<file path="src/rtl/muldiv_ctrl.sv">
// Sequencer between EX and the iterative multiplier: latches operands, drives the
// begin/end handshake, owns HI/LO and reports busy/done/timeout to the pipeline.
module muldiv_ctrl #(
  parameter int TIMEOUT = 48
) (
  input  logic        clk,
  input  logic        rst,
  input  logic        req_valid,
  input  logic [2:0]  req_op,
  input  logic [31:0] req_a,
  input  logic [31:0] req_b,
  output logic        req_ready,
  input  logic        flush,
  output logic        md_busy,
  output logic        md_done,
  output logic        md_err,
  output logic [31:0] hi_out,
  output logic [31:0] lo_out,
  output logic        mult_begin,
  output logic        mult_signed,
  output logic [31:0] mult_op1,
  output logic [31:0] mult_op2,
  input  logic [63:0] product,
  input  logic        mult_end
);

  localparam int CW = $clog2(TIMEOUT + 1);
  localparam logic [2:0] OP_MULT  = 3'b001;
  localparam logic [2:0] OP_MULTU = 3'b010;
  localparam logic [2:0] OP_MTHI  = 3'b011;
  localparam logic [2:0] OP_MTLO  = 3'b100;

  typedef enum logic [1:0] {IDLE, BUSY, DONE} state_t;

  // Handshake: a request is taken on a rising edge where req_valid & req_ready & ~flush;
  // the multiplier sees mult_begin held high for the whole operation and answers with a
  // mult_end cycle carrying product.
  state_t        state_q, state_d;
  logic [CW-1:0] cnt_q;
  logic          md_err_q;
  logic          accept;
  logic          is_mul;
  logic          timeout;
  logic          commit;

  assign req_ready  = (state_q == IDLE);
  assign md_busy    = (state_q == BUSY);
  assign mult_begin = (state_q == BUSY);
  assign md_done    = (state_q == DONE);
  assign md_err     = md_err_q;

  assign accept  = req_valid & req_ready & ~flush;
  assign is_mul  = (req_op == OP_MULT) || (req_op == OP_MULTU);
  assign timeout = (state_q == BUSY) & ~flush & ~mult_end & (cnt_q == CW'(TIMEOUT - 1));
  assign commit  = (state_q == BUSY) & mult_end & ~flush;

  always_comb begin
    state_d = state_q;
    case (state_q)
      IDLE: if (accept && is_mul) state_d = BUSY;
      BUSY: begin
        // flush beats a coincident mult_end so a cancelled product never lands
        if (flush)        state_d = IDLE;
        else if (mult_end) state_d = DONE;
        else if (timeout)  state_d = IDLE;
      end
      DONE:    state_d = IDLE;
      default: state_d = IDLE;
    endcase
  end

  always_ff @(posedge clk or posedge rst) begin
    if (rst) begin
      state_q     <= IDLE;
      cnt_q       <= '0;
      md_err_q    <= 1'b0;
      hi_out      <= '0;
      lo_out      <= '0;
      mult_op1    <= '0;
      mult_op2    <= '0;
      mult_signed <= 1'b0;
    end else begin
      state_q  <= state_d;
      md_err_q <= timeout;
      if (state_q == BUSY) cnt_q <= cnt_q + 1'b1;
      else                 cnt_q <= '0;
      if (accept) begin
        case (req_op)
          OP_MULT, OP_MULTU: begin
            mult_op1    <= req_a;
            mult_op2    <= req_b;
            mult_signed <= (req_op == OP_MULT);
          end
          OP_MTHI: hi_out <= req_a;
          OP_MTLO: lo_out <= req_a;
          default: ;
        endcase
      end
      if (commit) {hi_out, lo_out} <= product;
    end
  end

endmodule

</file>
<file path="config.mk">
export PLATFORM = sky130hd
export DESIGN_NAME = muldiv_ctrl
export DESIGN_NICKNAME = d
export VERILOG_FILES = /design/src/rtl/muldiv_ctrl.sv
export SDC_FILE = /design/constraint.sdc
export NUM_CORES = 1
export LEC_CHECK = 0
export CAP_MARGIN = 0
export CORE_UTILIZATION = 42
export DETAILED_ROUTE_END_ITERATION = 16
export GPL_TIMING_DRIVEN = 0
export PLACE_DENSITY = 0.86
export SLEW_MARGIN = 20
export SYNTH_ARGS = -nofsm -noshare
export SYNTH_HDL_FRONTEND = slang
export SYNTH_SLANG_ARGS = --single-unit
export TNS_END_PERCENT = 50
</file>
<file path="constraint.sdc">
create_clock -name clk -period 5.2 [get_ports clk]
set_input_delay 0.52 -clock clk [delete_from_list [all_inputs] [get_ports clk]]
set_output_delay 0.52 -clock clk [all_outputs]
set_load 0.1 [all_outputs]
</file>
[Word-level counts from Yosys, hierarchy flattened]
Cells that the tools add are included.
W data, S select, Z words.
Word-level totals
  bits in read-only memories: 0
  memory bits (writable): 0
  word-level logic and storage cells: 50
  register bits after elaboration: 138
  latch bits: 0
  memories: 0
Cells by class
  reductions and logical operators: 11
  div/mod/pow operators: 0
  shifts and indexed selects: 0
  $mul: 0
  $lt $le $gt $ge: 0
  bitwise operators: 9
  muxes and demuxes: 12
  equality and inequality tests: 9
  add/sub/neg operators: 1
Operators with widths (count)
  $mux W32: 6
  $mux W2: 4
  $reduce_and A2 Y1: 4
  $and A1 B1 Y1: 7
  $add A6 B1 Y6 const B: 1
  $eq A3 B2 Y1 const B: 2
  $eq A6 B6 Y1 const B: 1
  $mux W6: 1
  $reduce_bool A2 Y1: 3
  $ne A4 B2 Y1 const B: 1
  $pmux W2 S2: 1
  $eq A3 B1 Y1 const B: 1
  $eq A3 B3 Y1 const B: 1
  $eq A2 B1 Y1 const B: 1
  $eq A2 B2 Y1 const B: 1
  $logic_not A2 Y1: 1
  $ne A2 B1 Y1 const B: 1
  $not A1 Y1: 2
  $reduce_or A2 Y1: 1
  $logic_and A1 B1 Y1: 1
  $logic_or A1 B1 Y1: 1

[Depth between registers and ports, before layout]
Gate-level depths: netlist (run 1).
  depth in word-level cells: 8
  gate-level depth with buffers: 6
  mapped depth without buffers: 4

[Worst setup path after synthesis (run 1)]
OpenSTA, ideal clock, no wires.
  kind: reg-to-output
  from: register state_q[0]
  to: output md_done
  buffers on the path: 0
  path slack: 2.915 ns
  required time: 4.680 ns
  cell stages (with the launch flop): 2
  data arrival time: 1.765 ns
  path through: dfrtp_1 > nor2b_1
Between the ends
  cells in the longest elaborated chain, start to end: 1
Ends and longest elaborated chain
  from (decl): RTL line 38  | state_t state_q, state_d;
  from (signal assigned): RTL line 83  | state_q <= state_d;
  $eq A2 B2 Y1: RTL line 49  | assign md_done = (state_q == DONE);
  to (decl): RTL line 15  | output logic md_done,
No other way between the ends.

[Worst setup path in the final report (run 1)]
  from: register state_q[1]
  to: output mult_begin
Between the ends
  cells in the longest elaborated chain, start to end: 1
Ends and longest elaborated chain
  $eq A2 B1 Y1: RTL line 48  | assign mult_begin = (state_q == BUSY);
  to (decl): RTL line 19  | output logic mult_begin,
No other way between the ends.

==> impl_metrics.env, run 1 <==
export IMPL_hold_violations=0
export IMPL_stdcell_count=1041
export IMPL_synth_fa_ha_area_share_pct=0.203
export IMPL_drt_total_wl_um=21100
export IMPL_antenna_cells=0
export IMPL_cts_setup_buffers=0
export IMPL_crit_family="buffers and inverters"
export IMPL_grt_max_degree=75
export IMPL_synth_seq_cells=138
export IMPL_status="completed"
export IMPL_switching_power_mw=3.28
export IMPL_setup_violations=0
export IMPL_io_buffers=268
export IMPL_hp_class="in2reg"
export IMPL_p_seq_share_pct=24.8
export IMPL_critPathMaxFanout=7
export IMPL_place_ws_ns=2.28
export IMPL_path_cells="nand2b_1, inv_1, buf_4, clkdlybuf4s50_1"
export IMPL_syn_to_final_growth_pct=57.3
export IMPL_fmax_mhz=326
export IMPL_final_nets=985
export IMPL_worst_hold_slack_ns=0.479
export IMPL_worst_endpoint_required_ns=4.68
export IMPL_muxShareOfSynthArea_pct=11.7
export IMPL_grt_pass1_vias=5962
export IMPL_hpwl_um=15500
export IMPL_postCtsHoldBufs=0
export IMPL_ctsHtreeMaxLevel=4
export IMPL_finalSetupTns_ns=0
export IMPL_synth_net_count=697
export IMPL_rsz0062_at_grt="false"
export IMPL_clock_path_buffers=2
export IMPL_wl_per_cell_um=20.3
export IMPL_synth_xor_area_share_pct=0.568
export IMPL_min_period_over_period_pct=59.0
export IMPL_grt_use_total_pct=28.8
export IMPL_initial_core_util_pct=43.8
export IMPL_vias_per_cell=5.58
export IMPL_max_cap_violations=0
export IMPL_drtIter0Drc=321
export IMPL_power_leakage_nw=3.91
export IMPL_cpMaxStageDelayCell="clkdlybuf4s50_1"
export IMPL_fp_dieH_um=123
export IMPL_drcViolationCount=0
export IMPL_drive_gt1_share_pct=7.32
export IMPL_fin_util_pct=68.9
export IMPL_grt_overflow_total=0
export IMPL_die_area_mm2=0.0152
export IMPL_cts_root_buf="clkbuf_16"
export IMPL_place_congestion=0.861
export IMPL_dpl_cell_area_mm2=0.00911
export IMPL_critPathBufInv=3
export IMPL_grt_antenna_before_repair=0
export IMPL_switching_share_pct=53.1
export IMPL_netlist_instances=560
export IMPL_cp_arrival_ns=2.55
export IMPL_layout_commonest_cell="clkdlybuf4s50_1"
export IMPL_syn_avg_cell_area_um2=11.0
export IMPL_detail_route_antenna_nets=0
export IMPL_cts_resized=0
export IMPL_crit_type="reg2out"
export IMPL_io_pins=270
export IMPL_synth_warning_count=0
export IMPL_worstSetupStartpointType="register"
export IMPL_slew_headroom_pct=30.6
export IMPL_numCtsBuffers=17
export IMPL_min_period_ns=3.07
export IMPL_yosys_cell_types_count=36
export IMPL_max_stage_delay_ns=1.11
export IMPL_peakVddDrop_uv=442
export IMPL_p_clk_share_pct=19.8
export IMPL_num_vias=5805
export IMPL_worst_pin_slew_ns=1.04
export IMPL_fp_coreArea_mm2=0.0141
export IMPL_setup_ws_ns=2.13
export IMPL_p_total_mw=6.17
export IMPL_final_cell_mix="clkdlybuf4s50_1 (268), dfrtp_1 (138), nor2_1 (70)"
export IMPL_syn_area_mm2=0.00617
export IMPL_powerDensity_mw_per_mm2=636
export IMPL_cts_sinks=138
export IMPL_synth_compound_area_share_pct=19.9
export IMPL_clkTransAtPathRegs_ns=0.06
export IMPL_die_x_um=123
export IMPL_maxSlewViolCount=0
export IMPL_drtPass1Iterations=5
export IMPL_rows=43
export IMPL_synth_simple_area_share_pct=6.85
export IMPL_grt_pass1_wl_um=32400
export IMPL_power_share_combinational_pct=55.4
export IMPL_intPower_mw=2.90
export IMPL_dp_cells=1009
export IMPL_ys_seq_area_share_pct=55.9
export IMPL_cp_end_kind="primary output"
export IMPL_synth_top_family_by_area="compound AO/OA/AOI/OAI gates"
export IMPL_cts_tree="built"
export IMPL_skew_ns=0.00726
export IMPL_fin_area_mm2=0.00971
export IMPL_clkLatencyLatePin_ns=0.41
-- cell type report --
| cell class | count | area (um2) |
|---|---|---|
| Fill cell | 1109 | 4390 |
| Sequential cell | 138 | 3450 |
| Timing Repair Buffer | 269 | 2710 |
| Multi-Input combinational cell | 356 | 2420 |
| Clock buffer | 20 | 447 |
| Buffer | 55 | 259 |
| Tap cell | 180 | 225 |
| Clock inverter | 12 | 149 |
| Inverter | 11 | 48.8 |
-- routing by layer --
metal  GRT usage, %  vias to the layer above  wire length, um
met2           47.0                      284            10200
li1               -                     2628                -
met1           35.4                     2847             8460
met5              0                        -                0
met3           8.99                       46             1850
met4           11.9                        0              651
-- cell usage after synthesis (all sizes together) --
| cell type | n | area share (%) |
|---|---|---|
| o21ai | 64 | 5.2 |
| or4 | 1 | 0.12 |
| a31o | 1 | 0.14 |
| xnor2 | 2 | 0.28 |
| inv | 10 | 0.61 |
| ha | 1 | 0.20 |
| or3b | 2 | 0.28 |
| nand3b | 1 | 0.12 |
| nor3 | 1 | 0.26 |
| nor2b | 3 | 0.30 |
| nand2 | 2 | 0.12 |
| nand3 | 4 | 0.32 |
| a41oi | 53 | 7.5 |
| nor4 | 1 | 0.10 |
| and2 | 1 | 0.10 |
| clkinv | 1 | 0.061 |
| nor2 | 70 | 4.3 |
| or4b | 1 | 0.22 |
| o31a | 10 | 1.4 |
| xor2 | 2 | 0.28 |
| or3 | 1 | 0.10 |
| a21oi | 65 | 5.3 |
| o211ai | 1 | 0.12 |
| mux2 | 64 | 12 |
| o31ai | 1 | 0.12 |
| nand4bb | 1 | 0.18 |
| nand2b | 1 | 0.10 |
| a31oi | 1 | 0.10 |
| nor4b | 1 | 0.24 |
| dfrtp | 138 | 56 |
| clkbuf | 43 | 2.6 |
| buf | 12 | 1.6 |
-- logic make-up (layout without fill, tap and decap cells) --
| kind of cell | Yosys count | in the layout |
|---|---|---|
| and+or+nand+nor | 91 | 91 |
| xor gates and xnor gates | 4 | 4 |
| DFF | 138 | 138 |
| muxes | 64 | 64 |
| buffers and inverters | 66 | 367 |
| adders and majority gates | 1 | 1 |
| AOI/OAI and AO/OA | 196 | 196 |
-- power groups by stage --
stage               logic, mW  clock network (mW)  registers (mW)
floorplan               0.320                   0            3.74
global placement         3.40                   0            1.52
detailed placement       3.43                   0            1.54
CTS                      3.43                1.24            1.53
global route             3.51                1.29            1.57
finish                   3.42                1.22            1.53
-- final timing paths --
kind / start / end / slack (ns) / cells after the start
setup / recovery: state_q[1] / mult_begin / 2.13 / 4
hold / removal: req_op[0] / mult_signed / 0.48 / 3
setup reg to reg: state_q[1] / mult_op1[21] / 2.78 / 6
hold reg to reg: mult_op2[28] / mult_op2[28] / 0.48 / 1
max in group asynchronous: rst / hi_out[29] / 3.89 / 3
min in group asynchronous: rst / mult_op2[10] / 0.56 / 2
-- sequential cells by signal, indices dropped and copies added (netlist names) --
register / flops
hi_out: 32
lo_out: 32
mult_op1: 32
mult_op2: 32
cnt_q: 6
state_q: 2
md_err: 1
mult_signed: 1
-- worst reg2reg max path, delay by kind of cell, from the launching register on --
| family | cells | cell delay, ns |
|---|---|---|
| and+or+nand+nor | 2 | 0.84 |
| DFF | 1 | 0.45 |
| muxes | 1 | 0.36 |
| buffers and inverters | 3 | 0.65 |
Note: power is estimated with default switching activity, not from simulation.
==> run 2, diff against run 1 <==
Settings changed: CORE_UTILIZATION 42 to 38, PLACE_DENSITY 0.86 to 0.82.
Clock period 5.2 ns to 2.57 ns, I/O delays scaled along.
==> run 2 against run 1 <==
Compared with the run above: flip-flop and latch count unchanged; worst hold slack worse by 0.28 ns; worst setup slack worse by 2.0 ns; register-to-register slack worse by 2.6 ns; via count down 0.65%; first-iteration DRC count up 4.0%; largest cell class unchanged; highest routed layer unchanged.
==> impl_metrics.env, run 2 (synthesized netlist as in run 1, its figures left out) <==
export IMPL_postCtsHoldBufs=0
export IMPL_p_seq_share_pct=24.5
export IMPL_path_cells="nand2b_1, inv_1, dlygate4sd2_1"
export IMPL_clock_path_buffers=2
export IMPL_clkTransAtPathRegs_ns=0.06
export IMPL_critPathMaxFanout=7
export IMPL_drive_gt1_share_pct=7.87
export IMPL_fp_coreArea_mm2=0.0159
export IMPL_cpMaxStageDelayCell="dlygate4sd2_1"
export IMPL_io_buffers=268
export IMPL_ctsHtreeMaxLevel=4
export IMPL_final_nets=988
export IMPL_switching_power_mw=6.62
export IMPL_drtPass1Iterations=5
export IMPL_power_leakage_nw=3.94
export IMPL_status="completed"
export IMPL_skew_ns=0.00815
export IMPL_max_stage_delay_ns=0.87
export IMPL_grt_overflow_total=0
export IMPL_fin_util_pct=61.9
export IMPL_grt_use_total_pct=25.8
export IMPL_vias_per_cell=5.33
export IMPL_drt_total_wl_um=21000
export IMPL_peakVddDrop_uv=835
export IMPL_grt_pass1_vias=5895
export IMPL_layout_commonest_cell="clkdlybuf4s50_1"
export IMPL_place_ws_ns=-0.0775
export IMPL_wl_per_cell_um=19.4
export IMPL_crit_family="buffers and inverters"
export IMPL_die_x_um=129
export IMPL_cp_end_kind="primary output"
export IMPL_hp_class="in2async"
export IMPL_hpwl_um=15600
export IMPL_worstSetupStartpointType="register"
export IMPL_cts_sinks=138
export IMPL_cp_arrival_ns=2.19
export IMPL_initial_core_util_pct=38.9
export IMPL_drtIter0Drc=334
export IMPL_powerDensity_mw_per_mm2=1280
export IMPL_p_clk_share_pct=20.6
export IMPL_fmax_mhz=409
export IMPL_grt_max_degree=34
export IMPL_place_congestion=0.822
export IMPL_fillers=1390
export IMPL_cts_root_buf="clkbuf_16"
export IMPL_detail_route_antenna_nets=0
export IMPL_setup_violations=0
export IMPL_rsz0062_at_grt="false"
export IMPL_setup_ws_ns=0.127
export IMPL_critPathBufInv=2
export IMPL_numCtsBuffers=17
export IMPL_clkLatencyLatePin_ns=0.42
export IMPL_intPower_mw=5.99
export IMPL_max_cap_violations=0
export IMPL_p_total_mw=12.6
export IMPL_grt_pass1_wl_um=32200
export IMPL_maxSlewViolCount=0
export IMPL_cts_setup_buffers=0
export IMPL_grt_antenna_before_repair=0
export IMPL_die_area_mm2=0.0168
export IMPL_worst_endpoint_required_ns=2.31
export IMPL_io_pins=270
export IMPL_hold_violations=0
export IMPL_cts_tree="built"
export IMPL_syn_to_final_growth_pct=59.3
export IMPL_switching_share_pct=52.5
export IMPL_crit_type="reg2out"
export IMPL_slew_headroom_pct=29.7
export IMPL_rows=46
export IMPL_num_vias=5767
export IMPL_drcViolationCount=0
export IMPL_final_cell_mix="clkdlybuf4s50_1 (266), dfrtp_1 (138), nor2_1 (70)"
export IMPL_fp_dieH_um=129
export IMPL_min_period_ns=2.44
export IMPL_power_share_combinational_pct=54.9
export IMPL_worst_pin_slew_ns=1.05
export IMPL_min_period_over_period_pct=95.1
[run 2: cell types whose count changed in the layout (fill, tap and decap cells not counted), moves of 2 or more]
cell / change
clkinv_4: -2
buf_12: +4
clkdlybuf4s50_1: -2
clkinvlp_4: +3
[run 2: cell type report]
type	count	area, um2	share of cell area [%]
Antenna cell	1	2.50	0.0254
Buffer	55	259	2.63
Clock buffer	20	457	4.64
Clock inverter	12	171	1.74
Inverter	11	45.0	0.458
Multi-Input combinational cell	356	2420	24.6
Sequential cell	138	3450	35.1
Tap cell	216	270	2.75
Timing Repair Buffer	272	2760	28.0
[run 2: worst paths after layout]
check                        startpoint           end  slack (ns)  cells after the start
max in group asynchronous           rst  mult_op1[20]        1.63                      4
min in group clk              req_op[0]   mult_signed        0.23                      3
hold reg to reg            mult_op2[17]  mult_op2[17]        0.48                      1
hold / removal                      rst  mult_op2[27]        0.19                      2
setup reg to reg             state_q[1]  mult_op1[18]        0.20                      6
setup / recovery             state_q[1]       md_busy        0.13                      3
[run 2: what timing repair did]
| item | in CTS | in global routing |
|---|---|---|
| cloned | 0 | 0 |
| resized for setup | 2 | 2 |
| setup endpoints to repair | 2 | 1 |
[run 2: power by group through the flow]
stage / Sequential, mW / Clock, mW / Combinational, mW
after floorplan: 7.57 / 0 / 0.647
after global placement: 3.09 / 0 / 6.87
after detailed placement: 3.12 / 0 / 6.93
after CTS: 3.09 / 2.66 / 6.94
after global routing: 3.16 / 2.74 / 7.11
final: 3.09 / 2.60 / 6.92
[run 2: metrics by stage]
stage          hold slack, ns  std cells  instance area (um2)  TNS, ns
4_1_cts                 0.186       1080                 9830        0
3_3_place_gp            0.467       1044                 9130  -102.98
3_5_place_dp            0.474       1048                 9210    -3.06
2_1_floorplan           0.327        560                 6180        0
5_1_grt                 0.220       1080                 9830        0
6_report                0.194       1081                 9830        0
[run 2: per-layer routing]
layer	GRT usage [%]	vias up	wire length (um)	part of all wire [%]
met4	11.4	0	614	2.9
met5	0	-	0	0
li1	-	2654	-	-
met2	41.5	250	9860	47
met3	8.01	45	1840	8.8
met1	31.9	2818	8670	41
